File: config.mk
export PLATFORM = sky130hd
export DESIGN_NAME = mem_port_arbiter
export DESIGN_NICKNAME = d
export VERILOG_FILES = /design/src/rtl/mem_port_arbiter_pkg.sv /design/src/rtl/mem_port_arbiter.sv
export SDC_FILE = /design/constraint.sdc
export NUM_CORES = 1
export LEC_CHECK = 0
export CAP_MARGIN = 20
export CELL_PAD_IN_SITES_DETAIL_PLACEMENT = 0
export CELL_PAD_IN_SITES_GLOBAL_PLACEMENT = 2
export CORE_MARGIN = 3
export CORE_UTILIZATION = 22
export CTS_CLUSTER_SIZE = 24
export DETAILED_ROUTE_END_ITERATION = 16
export GPL_ROUTABILITY_DRIVEN = 0
export PLACE_DENSITY_LB_ADDON = 0.1
export REMOVE_ABC_BUFFERS = 1
export SLEW_MARGIN = 5
export SYNTH_ARGS = -nofsm -noshare
export SYNTH_HDL_FRONTEND = slang
export SYNTH_SLANG_ARGS = --single-unit
File: constraint.sdc
create_clock -name clk -period 1.9 [get_ports clk]
set_input_delay 0.19 -clock clk [delete_from_list [all_inputs] [get_ports clk]]
set_output_delay 0.19 -clock clk [all_outputs]
set_load 0.1 [all_outputs]
File: src/rtl/mem_port_arbiter_pkg.sv
// mem_port_arbiter_pkg
// Shared definitions for the IF/MEM memory port arbiter.
//   WordSize    : machine word width (data and address), matches WORD_SIZE.
//   arb_state_e : arbiter FSM state encoding.
package mem_port_arbiter_pkg;

  localparam int unsigned WordSize = 16;

  typedef enum logic [1:0] {
    StIdle  = 2'd0,
    StIBusy = 2'd1,
    StDBusy = 2'd2
  } arb_state_e;

endpackage

File: src/rtl/mem_port_arbiter.sv
// mem_port_arbiter
// Shares one single-port, variable-latency memory between instruction fetch
// (IF) and data access (MEM stage). A grant latches the winner's request
// into the mem_* registers, which are held until mem_ack. Data has priority
// unless D_STREAK_MAX data grants have been made back-to-back while a fetch
// was waiting, in which case the fetch is forced through.
// Ports:
//   clk, reset_n                 : clock, asynchronous active-low reset
//   i_req/i_addr/i_cancel        : fetch request, PC, fetch redirect
//   i_ready/i_rdata              : fetch completion and instruction
//   d_req/d_we/d_addr/d_wdata    : data request (load/store)
//   d_ready/d_rdata              : data completion and load data
//   mem_req/mem_we/mem_addr/mem_wdata/mem_ack/mem_rdata : memory interface
//   stall_if, stall_mem          : stalls for the hazard logic
module mem_port_arbiter
  import mem_port_arbiter_pkg::*;
#(
  parameter int unsigned WORD         = WordSize,
  parameter int unsigned D_STREAK_MAX = 4,
  parameter int unsigned STREAK_W     = 3
) (
  input  logic            clk,
  input  logic            reset_n,
  input  logic            i_req,
  input  logic [WORD-1:0] i_addr,
  input  logic            i_cancel,
  output logic            i_ready,
  output logic [WORD-1:0] i_rdata,
  input  logic            d_req,
  input  logic            d_we,
  input  logic [WORD-1:0] d_addr,
  input  logic [WORD-1:0] d_wdata,
  output logic            d_ready,
  output logic [WORD-1:0] d_rdata,
  output logic            mem_req,
  output logic            mem_we,
  output logic [WORD-1:0] mem_addr,
  output logic [WORD-1:0] mem_wdata,
  input  logic            mem_ack,
  input  logic [WORD-1:0] mem_rdata,
  output logic            stall_if,
  output logic            stall_mem
);

  arb_state_e          state_q, state_d;
  logic                cancel_q, cancel_d;
  logic [STREAK_W-1:0] streak_q;

  logic fetch_ok;
  logic at_limit;
  logic grant_d;
  logic grant_i;
  logic busy_ack;

  // A fetch being redirected this cycle is not eligible for a grant.
  assign fetch_ok = i_req & ~i_cancel;
  assign at_limit = (streak_q == STREAK_W'(D_STREAK_MAX));
  assign grant_d  = (state_q == StIdle) & d_req & ~(fetch_ok & at_limit);
  assign grant_i  = (state_q == StIdle) & ~grant_d & fetch_ok;
  assign busy_ack = (state_q != StIdle) & mem_ack;

  // State register
  always_ff @(posedge clk or negedge reset_n) begin
    if (!reset_n) begin
      state_q <= StIdle;
    end else begin
      state_q <= state_d;
    end
  end

  // Next-state logic; no grant at the ack edge, so transactions are
  // separated by at least one idle cycle.
  always_comb begin
    state_d = state_q;
    unique case (state_q)
      StIdle: begin
        if (grant_d) begin
          state_d = StDBusy;
        end else if (grant_i) begin
          state_d = StIBusy;
        end
      end
      StIBusy, StDBusy: begin
        if (mem_ack) begin
          state_d = StIdle;
        end
      end
      default: state_d = StIdle;
    endcase
  end

  // Completion and stall outputs
  always_comb begin
    i_ready   = (state_q == StIBusy) & mem_ack & ~cancel_q & ~i_cancel;
    d_ready   = (state_q == StDBusy) & mem_ack;
    i_rdata   = mem_rdata;
    d_rdata   = mem_rdata;
    stall_if  = i_req & ~i_ready;
    stall_mem = d_req & ~d_ready;
  end

  // A cancelled fetch still runs to completion on memory; the flag only
  // masks its i_ready and is dropped when the transaction ends.
  always_comb begin
    cancel_d = cancel_q;
    if (busy_ack) begin
      cancel_d = 1'b0;
    end else if ((state_q == StIBusy) && i_cancel) begin
      cancel_d = 1'b1;
    end
  end

  // Memory request registers and starvation streak counter
  always_ff @(posedge clk or negedge reset_n) begin
    if (!reset_n) begin
      cancel_q  <= 1'b0;
      streak_q  <= '0;
      mem_req   <= 1'b0;
      mem_we    <= 1'b0;
      mem_addr  <= '0;
      mem_wdata <= '0;
    end else begin
      cancel_q <= cancel_d;
      if (grant_d) begin
        mem_req   <= 1'b1;
        mem_we    <= d_we;
        mem_addr  <= d_addr;
        mem_wdata <= d_wdata;
        // Count only data grants that bypassed a waiting fetch.
        if (!fetch_ok) begin
          streak_q <= '0;
        end else if (!at_limit) begin
          streak_q <= streak_q + STREAK_W'(1);
        end
      end else if (grant_i) begin
        mem_req   <= 1'b1;
        mem_we    <= 1'b0;
        mem_addr  <= i_addr;
        mem_wdata <= '0;
        streak_q  <= '0;
      end else if (busy_ack) begin
        mem_req <= 1'b0;
      end
    end
  end

endmodule

==> results.txt <==
* Ys flop type: sky130_fd_sc_hd__dfrtp_1
* Critical path launch point type: flip-flop
- The worst path meets setup with 127 ps of slack.
- For this run, design rule violations remaining after detail routing come to 0.
- Setup repair after global routing missed its margin: false
- Critical Setup Path Class: reg2out
- Along the worst path, the maximum fanout reaches 3.
- The cell family contributing the most delay on the critical path is simple AND/OR/NAND/NOR gates.
- Instance count of the mapped netlist: 209
- Timing analysis after detailed placement gives a worst setup slack of 160 ps.
- Post-Route Setup TNS: 0 ps
- Post-layout net count: 348
* Hold Crit Class: in2out
- Number of synthesized register bits: 40
- Of all flip-flops after synthesis, the portion carrying an async set or reset was 100%.
- The final-report max-slew violation count was 0.
- Number of top-level pins: 141
* Count of buffering cells on the critical path with inverters included: 2
* Data arrival time at the worst-slack endpoint: 1580 ps
- The number of global-route vias before repair came to 1986.
- The first TritonRoute pass finished after 4 iterations.
- Based on the critical path, the design can be clocked at up to 0.564 GHz.
- Counting instances, the worst hold path has a depth of 0.
- The initial antenna violation count is 0.
* Period utilization: 93.3%
* Total number of vias: 1841
- STA classifies the critical path endpoint as a primary output.
- CTS HTree Levels: 2
- Of the post-synthesis cell area, the dominant cell type holds 41.8%.
- Global routing finished with a remaining overflow of 0.
* Core Footprint: 10500 um2
* Avg Synthesized Cell Area: 11.4 um2
- Normalized max-slew margin: 62.9%
- Combined area of all synthesized cells: 2390 um2
* Unique masters post-synth: 31
* Time the worst path needs with I/O delays and setup: 1770 ps
- Using the TritonRoute via totals, the vias-per-cell ratio works out to 4.50.
* Fraction of layout instances using a drive strength above 1: 30.0%
- After filler insertion, the fill cell instance count of the layout stands at 1117.
- Final hold viol count: 0
- Sorting the synthesized cells by area gives the leading types as sky130_fd_sc_hd__dfrtp_1 (42%), sky130_fd_sc_hd__buf_4 (11%), sky130_fd_sc_hd__o221ai_2 (6.3%).
- Worst hold margin: 381 ps
- The analysis attributes to cell leakage a power of 1.38 nW.
- Relative to the synthesized area, the layout overhead comes to 37.4%.
- Number of antenna repair diodes: 0
- Max-cap violation count: 0
- Initial core utilization: 22.9%
- Data on the critical path is required at its endpoint by 1710 ps.
* Count of flip-flops with a built-in enable after synthesis: 0
- DP HPWL: 5.53 mm
- Total wire length after detailed routing: 7.42 mm
- The largest total area in the synthesized netlist belongs to sky130_fd_sc_hd__dfrtp_1.
* Synth warnings: 0
- Maximum root-to-sink buffer count: 2
* Cts bufs inserted: 5
* Final cell utilization of the core: 31.4%
- In this run the remaining antenna-violating nets after routing total 0.
- CP max-delay cell: sky130_fd_sc_hd__dfrtp_1
- TritonCTS clock tree: yes
- Across the routed clock network, the largest skew measured is 6.34 ps.
* Clk slew on worst S/H paths: 90 ps
- Result of the run: complete, no violations
* Maximum number of pins on one net before global-route repair: 23
* Setup violations, final: 0
* Wire length of the first global-routing pass: 11.2 mm
- Levels on crit path: 5
- Area of the die: 12200 um2
- The largest single stage delay on the critical path is 390 ps.
- Total power after layout: 6.76 mW
- For the pin with the worst max-slew slack, the measured transition is 556 ps.
- For this design, the sink count on the clock tree is 40.
- Input and output buffers added on the ports amount to 92.
- At the later pin of the worst-skew pair, clock insertion delay measures 300 ps.
- Root Buffer Master: sky130_fd_sc_hd__clkbuf_8
- Worst IR drop on VDD: 956 uV
- DRC marker count from the first detailed-route iteration: 67
- The floorplan step set the die height to 110 um.
- Summing the sequential cell areas from Yosys gives 41.8% of the chip area.
- For the worst flop-to-flop path, the logic depth is 5.
- Worst-path cell chain: inv_1 > ha_1 > and4bb_2 > nor2b_2 > buf_12
- Mean routed wirelength per cell: 18.1 um
- Power per cell area: 2060 nW/um2
* Number of standard-cell rows in the floorplan: 37
- Horizontal die dimension: 110 um
- Total GRT Usage: 12.2%
## sequential cells by signal, summed over array words and instances, names as in the netlist
name / flops
streak_q: 3
cancel_q: 1
state_q: 2
mem_we: 1
mem_addr: 16
mem_wdata: 16
mem_req: 1
## routing by layer
metal	vias to the layer above	track usage (%)	part of all wire, %
met4	0	3.17	1.1
met2	77	18.9	47
met1	893	15.8	45
met5	-	1.79	0
li1	865	-	-
met3	6	4.72	7.2
## cells in the final DEF (no fill, tap or decap), types with 2 or more instances in the layout
cell type	Yosys	final
sky130_fd_sc_hd__a21boi_0	16	16
sky130_fd_sc_hd__a21oi_1	3	3
sky130_fd_sc_hd__a22o_1	17	17
sky130_fd_sc_hd__a32o_1	2	2
sky130_fd_sc_hd__and2_4	2	2
sky130_fd_sc_hd__buf_12	0	7
sky130_fd_sc_hd__buf_2	8	2
sky130_fd_sc_hd__buf_4	34	46
sky130_fd_sc_hd__clkbuf_8	0	6
sky130_fd_sc_hd__clkdlybuf4s50_1	0	52
sky130_fd_sc_hd__clkinvlp_4	0	2
sky130_fd_sc_hd__dfrtp_1	40	40
sky130_fd_sc_hd__ha_1	5	5
sky130_fd_sc_hd__inv_1	7	7
sky130_fd_sc_hd__mux2_4	2	2
sky130_fd_sc_hd__nand2_1	10	10
sky130_fd_sc_hd__nand3_1	6	6
sky130_fd_sc_hd__nor2b_1	3	2
sky130_fd_sc_hd__o21ai_1	2	2
sky130_fd_sc_hd__o221ai_1	6	6
sky130_fd_sc_hd__o221ai_2	10	10
sky130_fd_sc_hd__o22a_1	16	16
## final cells by class
class	instances	area (um2)	share of cell area [%]
timing repair buffer	108	1030	31.2
clock buffer	6	82.6	2.51
tap	136	170	5.18
multi-input combinational	110	967	29.4
sequential	40	1000	30.4
clock inverter	2	15.0	0.457
inverter	7	26.3	0.799
## power by group
group	internal [mW]	switching (mW)	leakage (nW)
sequential	1.23	0.232	0.481
combinational	1.24	3.43	0.860
clock	0.295	0.329	0.0434
total	2.77	3.99	1.38
## synth_stat cells, types with 3 or more instances
cell type	count
sky130_fd_sc_hd__a21boi_0	16
sky130_fd_sc_hd__a21oi_1	3
sky130_fd_sc_hd__a22o_1	17
sky130_fd_sc_hd__buf_2	8
sky130_fd_sc_hd__buf_4	34
sky130_fd_sc_hd__buf_6	6
sky130_fd_sc_hd__dfrtp_1	40
sky130_fd_sc_hd__ha_1	5
sky130_fd_sc_hd__inv_1	7
sky130_fd_sc_hd__nand2_1	10
sky130_fd_sc_hd__nand3_1	6
sky130_fd_sc_hd__nor2b_1	3
sky130_fd_sc_hd__o221ai_1	6
sky130_fd_sc_hd__o221ai_2	10
sky130_fd_sc_hd__o22a_1	16
## what timing repair did
| item | in CTS | in global routing |
|---|---|---|
| buffers inserted | 0 | 0 |
| hold buffers | 1 | 0 |
| resized for setup | 0 | 1 |
| endpoints found under the hold margin | 21 | 0 |
| setup endpoints to repair | 0 | 1 |
## kinds of logic (layout without fill, tap and decap cells)
family	after synthesis	after routing	synth area share, %
compound gates	74	74	28.7
xor+xnor	1	1	0.366
fa+ha+maj	5	5	2.62
buf+inv	59	123	17.8
flops	40	40	41.8
mux	2	2	1.26
simple gates	28	28	7.37
## final timing paths
kind / from / end / slack [ps]
setup / recovery: state_q[1] / stall_if / 130
hold / removal: mem_rdata[14] / d_rdata[14] / 380
setup reg to reg: state_q[1] / state_q[0] / 190
hold reg to reg: cancel_q / cancel_q / 510
max in group asynchronous: reset_n / mem_addr[15] / 980
min in group asynchronous: reset_n / mem_addr[6] / 410
## metrics by stage
stage                     instance area [um2]  std cells
after global placement                   3180        400
after global routing                     3290        409
final                                    3290        409
after floorplan                          1990        157
after CTS                                3290        409
after detailed placement                 3180        400
(Power assumes the default switching activity.)
